==> config.mk <==
export PLATFORM = sky130hd
export DESIGN_NAME = fifo_tx_scheduler
export DESIGN_NICKNAME = d
export VERILOG_FILES = /design/src/rtl/fifo_tx_scheduler_pkg.sv /design/src/rtl/sched_idle_timer.sv /design/src/rtl/fifo_tx_scheduler.sv
export SDC_FILE = /design/constraint.sdc
export NUM_CORES = 1
export LEC_CHECK = 0
export CORE_UTILIZATION = 54
export DETAILED_ROUTE_END_ITERATION = 8
export PLACE_DENSITY = 0.84
export SLEW_MARGIN = 15
export SYNTH_ARGS = -nofsm -noshare
export SYNTH_HDL_FRONTEND = slang
export SYNTH_SLANG_ARGS = --single-unit
==> constraint.sdc <==
create_clock -name i_Clock -period 5.8 [get_ports i_Clock]
set_input_delay 1.16 -clock i_Clock [delete_from_list [all_inputs] [get_ports i_Clock]]
set_output_delay 1.16 -clock i_Clock [all_outputs]
set_load 0.05 [all_outputs]
==> src/rtl/fifo_tx_scheduler_pkg.sv <==
// rtl/fifo_tx_scheduler_pkg.sv - shared state encodings, byte width and count-width helper
package fifo_tx_scheduler_pkg;

  localparam int BYTE_W = 8;

  localparam logic [2:0] ST_IDLE      = 3'd0;
  localparam logic [2:0] ST_POP       = 3'd1;
  localparam logic [2:0] ST_LOAD      = 3'd2;
  localparam logic [2:0] ST_SEND      = 3'd3;
  localparam logic [2:0] ST_WAIT_DONE = 3'd4;
  localparam logic [2:0] ST_GAP       = 3'd5;
  localparam logic [2:0] ST_NEXT      = 3'd6;

  typedef logic [BYTE_W-1:0] tx_byte_t;

  function automatic int count_width(input int depth);
    return (depth < 1) ? 1 : $clog2(depth + 1);
  endfunction

endpackage

==> src/rtl/sched_idle_timer.sv <==
// rtl/sched_idle_timer.sv - saturating idle counter; expires at TIMEOUT_CYCLES, never when 0
module sched_idle_timer #(
  parameter int TIMEOUT_CYCLES = 10000
) (
  input  logic i_Clock,
  input  logic i_Reset,
  input  logic i_Clear,
  input  logic i_En,
  output logic o_Expired
);

  localparam int TW = (TIMEOUT_CYCLES < 1) ? 1 : $clog2(TIMEOUT_CYCLES + 1);
  localparam logic [TW-1:0] LIMIT = TW'(TIMEOUT_CYCLES);

  logic [TW-1:0] timer_q;
  logic [TW-1:0] timer_d;

  always_comb begin
    timer_d = timer_q;
    if (i_Clear) begin
      timer_d = '0;
    end else if (i_En && (timer_q != LIMIT)) begin
      timer_d = timer_q + 1'b1;
    end
  end

  always_ff @(posedge i_Clock) begin
    if (i_Reset) begin
      timer_q <= '0;
    end else begin
      timer_q <= timer_d;
    end
  end

  assign o_Expired = (TIMEOUT_CYCLES != 0) && (timer_q == LIMIT);

endmodule

==> src/rtl/fifo_tx_scheduler.sv <==
// rtl/fifo_tx_scheduler.sv - drains synq_fifo into uart_tx one byte at a time in bursts
module fifo_tx_scheduler
  import fifo_tx_scheduler_pkg::*;
#(
  parameter int DEPTH          = 16,
  parameter int THRESHOLD      = 4,
  parameter int TIMEOUT_CYCLES = 10000,
  parameter int GAP_CYCLES     = 0
) (
  input  logic                          i_Clock,
  input  logic                          i_Reset,
  input  logic                          i_Enable,
  input  logic                          i_FIFO_Wr,
  input  logic                          i_FIFO_Empty,
  input  logic                          i_FIFO_Full,
  input  logic [BYTE_W-1:0]             i_FIFO_Data,
  output logic                          o_FIFO_Rd,
  input  logic                          i_Tx_Active,
  input  logic                          i_Tx_Done,
  output logic                          o_Tx_DV,
  output logic [BYTE_W-1:0]             o_Tx_Byte,
  output logic                          o_Busy,
  output logic [count_width(DEPTH)-1:0] o_Count,
  output logic                          o_Flush
);

  localparam int CW = count_width(DEPTH);
  localparam int GW = (GAP_CYCLES > 1) ? $clog2(GAP_CYCLES) : 1;
  localparam logic [CW-1:0] DEPTH_C  = CW'(DEPTH);
  localparam logic [CW-1:0] THR_C    = CW'(THRESHOLD);
  localparam logic [GW-1:0] GAP_LAST = GW'((GAP_CYCLES > 0) ? GAP_CYCLES - 1 : 0);

  logic [2:0]    state_q, state_d;
  logic [CW-1:0] count_q, count_d;
  logic [GW-1:0] gap_q, gap_d;
  tx_byte_t      byte_q, byte_d;
  logic          flush_q, flush_d;

  logic wr_accept;
  logic pop;
  logic can_pop;
  logic thr_hit;
  logic timer_hit;

  assign wr_accept = i_FIFO_Wr & ~i_FIFO_Full;
  assign pop       = (state_q == ST_POP);
  // FIFO emptiness gates every pop; the tracked count only decides when a burst may start.
  assign can_pop   = i_Enable & ~i_FIFO_Empty & ~i_Tx_Active;
  assign thr_hit   = (count_q >= THR_C);

  sched_idle_timer #(
    .TIMEOUT_CYCLES(TIMEOUT_CYCLES)
  ) u_idle_timer (
    .i_Clock  (i_Clock),
    .i_Reset  (i_Reset),
    .i_Clear  (wr_accept | (count_q == '0)),
    .i_En     (state_q == ST_IDLE),
    .o_Expired(timer_hit)
  );

  always_comb begin
    count_d = count_q;
    if (wr_accept && !pop) begin
      if (count_q != DEPTH_C) count_d = count_q + 1'b1;
    end else if (pop && !wr_accept) begin
      if (count_q != '0) count_d = count_q - 1'b1;
    end
  end

  always_comb begin
    state_d = state_q;
    gap_d   = gap_q;
    byte_d  = byte_q;
    flush_d = 1'b0;
    case (state_q)
      ST_IDLE: begin
        if (can_pop && (thr_hit || timer_hit)) begin
          state_d = ST_POP;
          flush_d = ~thr_hit;
        end
      end
      ST_POP:  state_d = ST_LOAD;
      ST_LOAD: begin
        byte_d  = i_FIFO_Data;
        state_d = ST_SEND;
      end
      ST_SEND: state_d = ST_WAIT_DONE;
      ST_WAIT_DONE: begin
        if (i_Tx_Done) begin
          gap_d   = '0;
          state_d = (GAP_CYCLES == 0) ? ST_NEXT : ST_GAP;
        end
      end
      ST_GAP: begin
        if (gap_q == GAP_LAST) begin
          gap_d   = '0;
          state_d = ST_NEXT;
        end else begin
          gap_d = gap_q + 1'b1;
        end
      end
      // Bursts keep going until empty; threshold is only re-checked from IDLE.
      ST_NEXT: state_d = can_pop ? ST_POP : ST_IDLE;
      default: state_d = ST_IDLE;
    endcase
  end

  always_ff @(posedge i_Clock) begin
    if (i_Reset) begin
      state_q <= ST_IDLE;
      count_q <= '0;
      gap_q   <= '0;
      byte_q  <= '0;
      flush_q <= 1'b0;
    end else begin
      state_q <= state_d;
      count_q <= count_d;
      gap_q   <= gap_d;
      byte_q  <= byte_d;
      flush_q <= flush_d;
    end
  end

  assign o_FIFO_Rd = pop;
  assign o_Tx_DV   = (state_q == ST_SEND);
  assign o_Tx_Byte = byte_q;
  assign o_Busy    = (state_q != ST_IDLE);
  assign o_Count   = count_q;
  assign o_Flush   = flush_q;

endmodule

==> flow_summary.yaml <==
run_status:
  outcome: "finished clean"
grt:
  first_global_vias: 1375
  grt-busiest-layer: "met2"
  globalRouteOverflowTotal: 0
  grt_pass1_wl_mm: 5.87
  grt_usage_pct: 23.9
  grt_use_met1_pct: 29.4
  gr-usage-met2_pct: 40.1
  use_met3_pct: 4.42
  grt_max_degree: 25
  antenna_found_initial: 0
floorplanning:
  start_util_pct: 56.6
  rows: 19
  io_pins: 33
  die_area_um2: 3110
  die-width_um: 55.8
  core_um2: 2760
  dieHeight_um: 55.8
clocking:
  worstSkewPairLatency_ns: 0.32
  htree_levels: 2
  cts.sinks: 31
  cts_resized: 0
  cts_buffers: 5
  clockRootBuffer: "clkbuf_4"
  cts_setup_buffers: 0
  cts-hold-fix-buffers: 0
  clk_pin_slew_ns: 0.09
  clockBufferDepth: 2
  cts_tree: "built"
worst_setup_path:
  crit_fanout: 9
  worstSetupStartpoint: "state_q[0]"
  worst-setup-path-type: "reg -> out"
  crit_required_ns: 4.64
  cp.arrival_ns: 2.21
  rr_startpoint: "state_q[2]"
  critPathCaptureType: "output port"
  start_kind: "register"
cells_and_area:
  area_delta_synth_final_pct: 25.3
  instances_no_fill: 243
  antenna_cells: 0
  utilization_pct: 70.9
  nets: 235
  fin_area_um2: 1960
  drive_above_1_share_pct: 9.43
hold_path:
  hold_path.class: "reg -> reg"
  min_from: "u_idle_timer.timer_q[13]"
placed_design:
  dp_cells: 236
  io_buffers: 32
  dpl_cell_area_um2: 1900
  routabilityCongestion: 0.824
  pre_cts_slack_ns: 2.33
  post-dp-hpwl_mm: 2.60
drt:
  viasPerCell: 5.95
  wl_per_cell_um: 14.3
  vias: 1445
  drtIter0Drc: 36
  ant_nets: 0
  wl_mm: 3.49
  drc_errors: 0
  drtPass1Iterations: 6
sta:
  slew_headroom_pct: 43.8
  setup_ws_ns: 2.43
  tns_ns: 0
  fin_crit_ns: 3.37
  period_share_pct: 58.1
  setup_viol: 0
  tightest_slew_ns: 0.840
  drv_slew: 0
  rsz0062_at_grt: "false"
  skew_ns: 0.00467
  clock.fmax_mhz: 297
  finalHoldViolations: 0
synthesis:
  synth_enable_flop_cells: 0
  yosysWarnings: 0
  netlist_instances: 177
  syn_area_um2: 1560
  ys_seq_area_share_pct: 39.8
  synth_nets: 200
  synthDistinctLibCells: 41
  synth_seq_cells: 31
  synthArstFlopShare_pct: 0
  synth_ff_type: "dfxtp_1"
  synth.avg_cell_area_um2: 8.81
flow_run:
  cap_violations: 0
power_and_ir_drop:
  power_leakage_nw: 0.674
  power_density_nw_per_um2: 289
  ir_drop_mv: 0.261
## synth_stat cells, types with 3 or more instances
library cell	n	area [µm²]
a211oi_1	4	30.0
a21oi_1	14	70.1
and3_1	4	25.0
clkbuf_1	3	11.3
dfxtp_1	31	621
ha_1	6	75.1
inv_1	10	37.5
mux2i_1	9	90.1
nand2_1	8	30.0
nand2b_1	3	18.8
nand3_1	5	25.0
nand4_1	4	25.0
nor2_1	20	75.1
nor3_1	4	20.0
o21ai_0	12	60.1
or3_1	6	37.5
or3_2	4	30.0
xor2_1	4	35.0
## cell type report
type / count / area (µm²)
flip-flops and latches: 31 / 621
multi-input cells: 131 / 875
fillers: 226 / 802
repair buffers: 33 / 328
clock buffers: 6 / 51.3
inverters: 10 / 37.5
clock inverters: 1 / 5.00
well taps: 31 / 38.8
## final timing paths
check | to | slack [ns] | cells after the start
setup reg to reg | o_Count[4] | 3.52 | 9
setup / recovery | o_Busy | 2.43 | 3
hold / removal | u_idle_timer.timer_q[13] | 0.50 | 2
hold reg to reg | u_idle_timer.timer_q[13] | 0.50 | 2
## sequential cells by signal, indices dropped and copies added (netlist names)
name,cells
o_Flush,1
o_Tx_Byte,8
state_q,3
o_Count,5
u_idle_timer.timer_q,14
## cell families (layout without fill, tap and decap cells)
family	count (synthesis)	count (layout)	synth area share, %
and+or+nand+nor	70	70	25.6
AOI/OAI and AO/OA	39	39	15.2
DFF	31	31	39.8
buffers and inverters	15	50	4.17
muxes	9	9	5.77
adders and majority gates	7	7	6.09
xor gates and xnor gates	6	6	3.37
## where the power goes
| group | internal (mW) | switching [mW] |
|---|---|---|
| sequential | 0.228 | 0.0202 |
| combinational | 0.0744 | 0.116 |
| clock | 0.0561 | 0.0696 |
## through the flow
stage	hold WS, ns	total power, mW
2_1_floorplan	0.458	0.383
3_3_place_gp	0.475	0.436
3_5_place_dp	0.485	0.442
4_1_cts	0.499	0.566
5_1_grt	0.516	0.594
6_report	0.503	0.564
## critical path: stages, from the launching register on
cell and delay (ns):
dfxtp_1 0.38, nor3_2 0.52, inv_1 0.23, clkdlybuf4s50_1 0.75
## per-layer routing
| layer | vias up | part of all wire (%) |
|---|---|---|
| met3 | 9 | 4.1 |
| met5 | - | 0 |
| met1 | 686 | 44 |
| met2 | 44 | 49 |
| li1 | 706 | - |
| met4 | 0 | 2.2 |
## layout by cell type, fill, tap and decap left out, drive strengths merged, types with 3 or more instances in the layout
master / n
nor2: 20
nand3: 5
nand2b: 3
nand4: 4
and3: 4
ha: 6
clkdlybuf4s50: 32
a21oi: 14
or3: 10
a211oi: 5
dfxtp: 31
clkbuf: 6
mux2i: 9
nor3: 5
o21ai: 12
inv: 10
nand2: 8
xor2: 4
No activity file was read; power rests on OpenSTA's default activity.
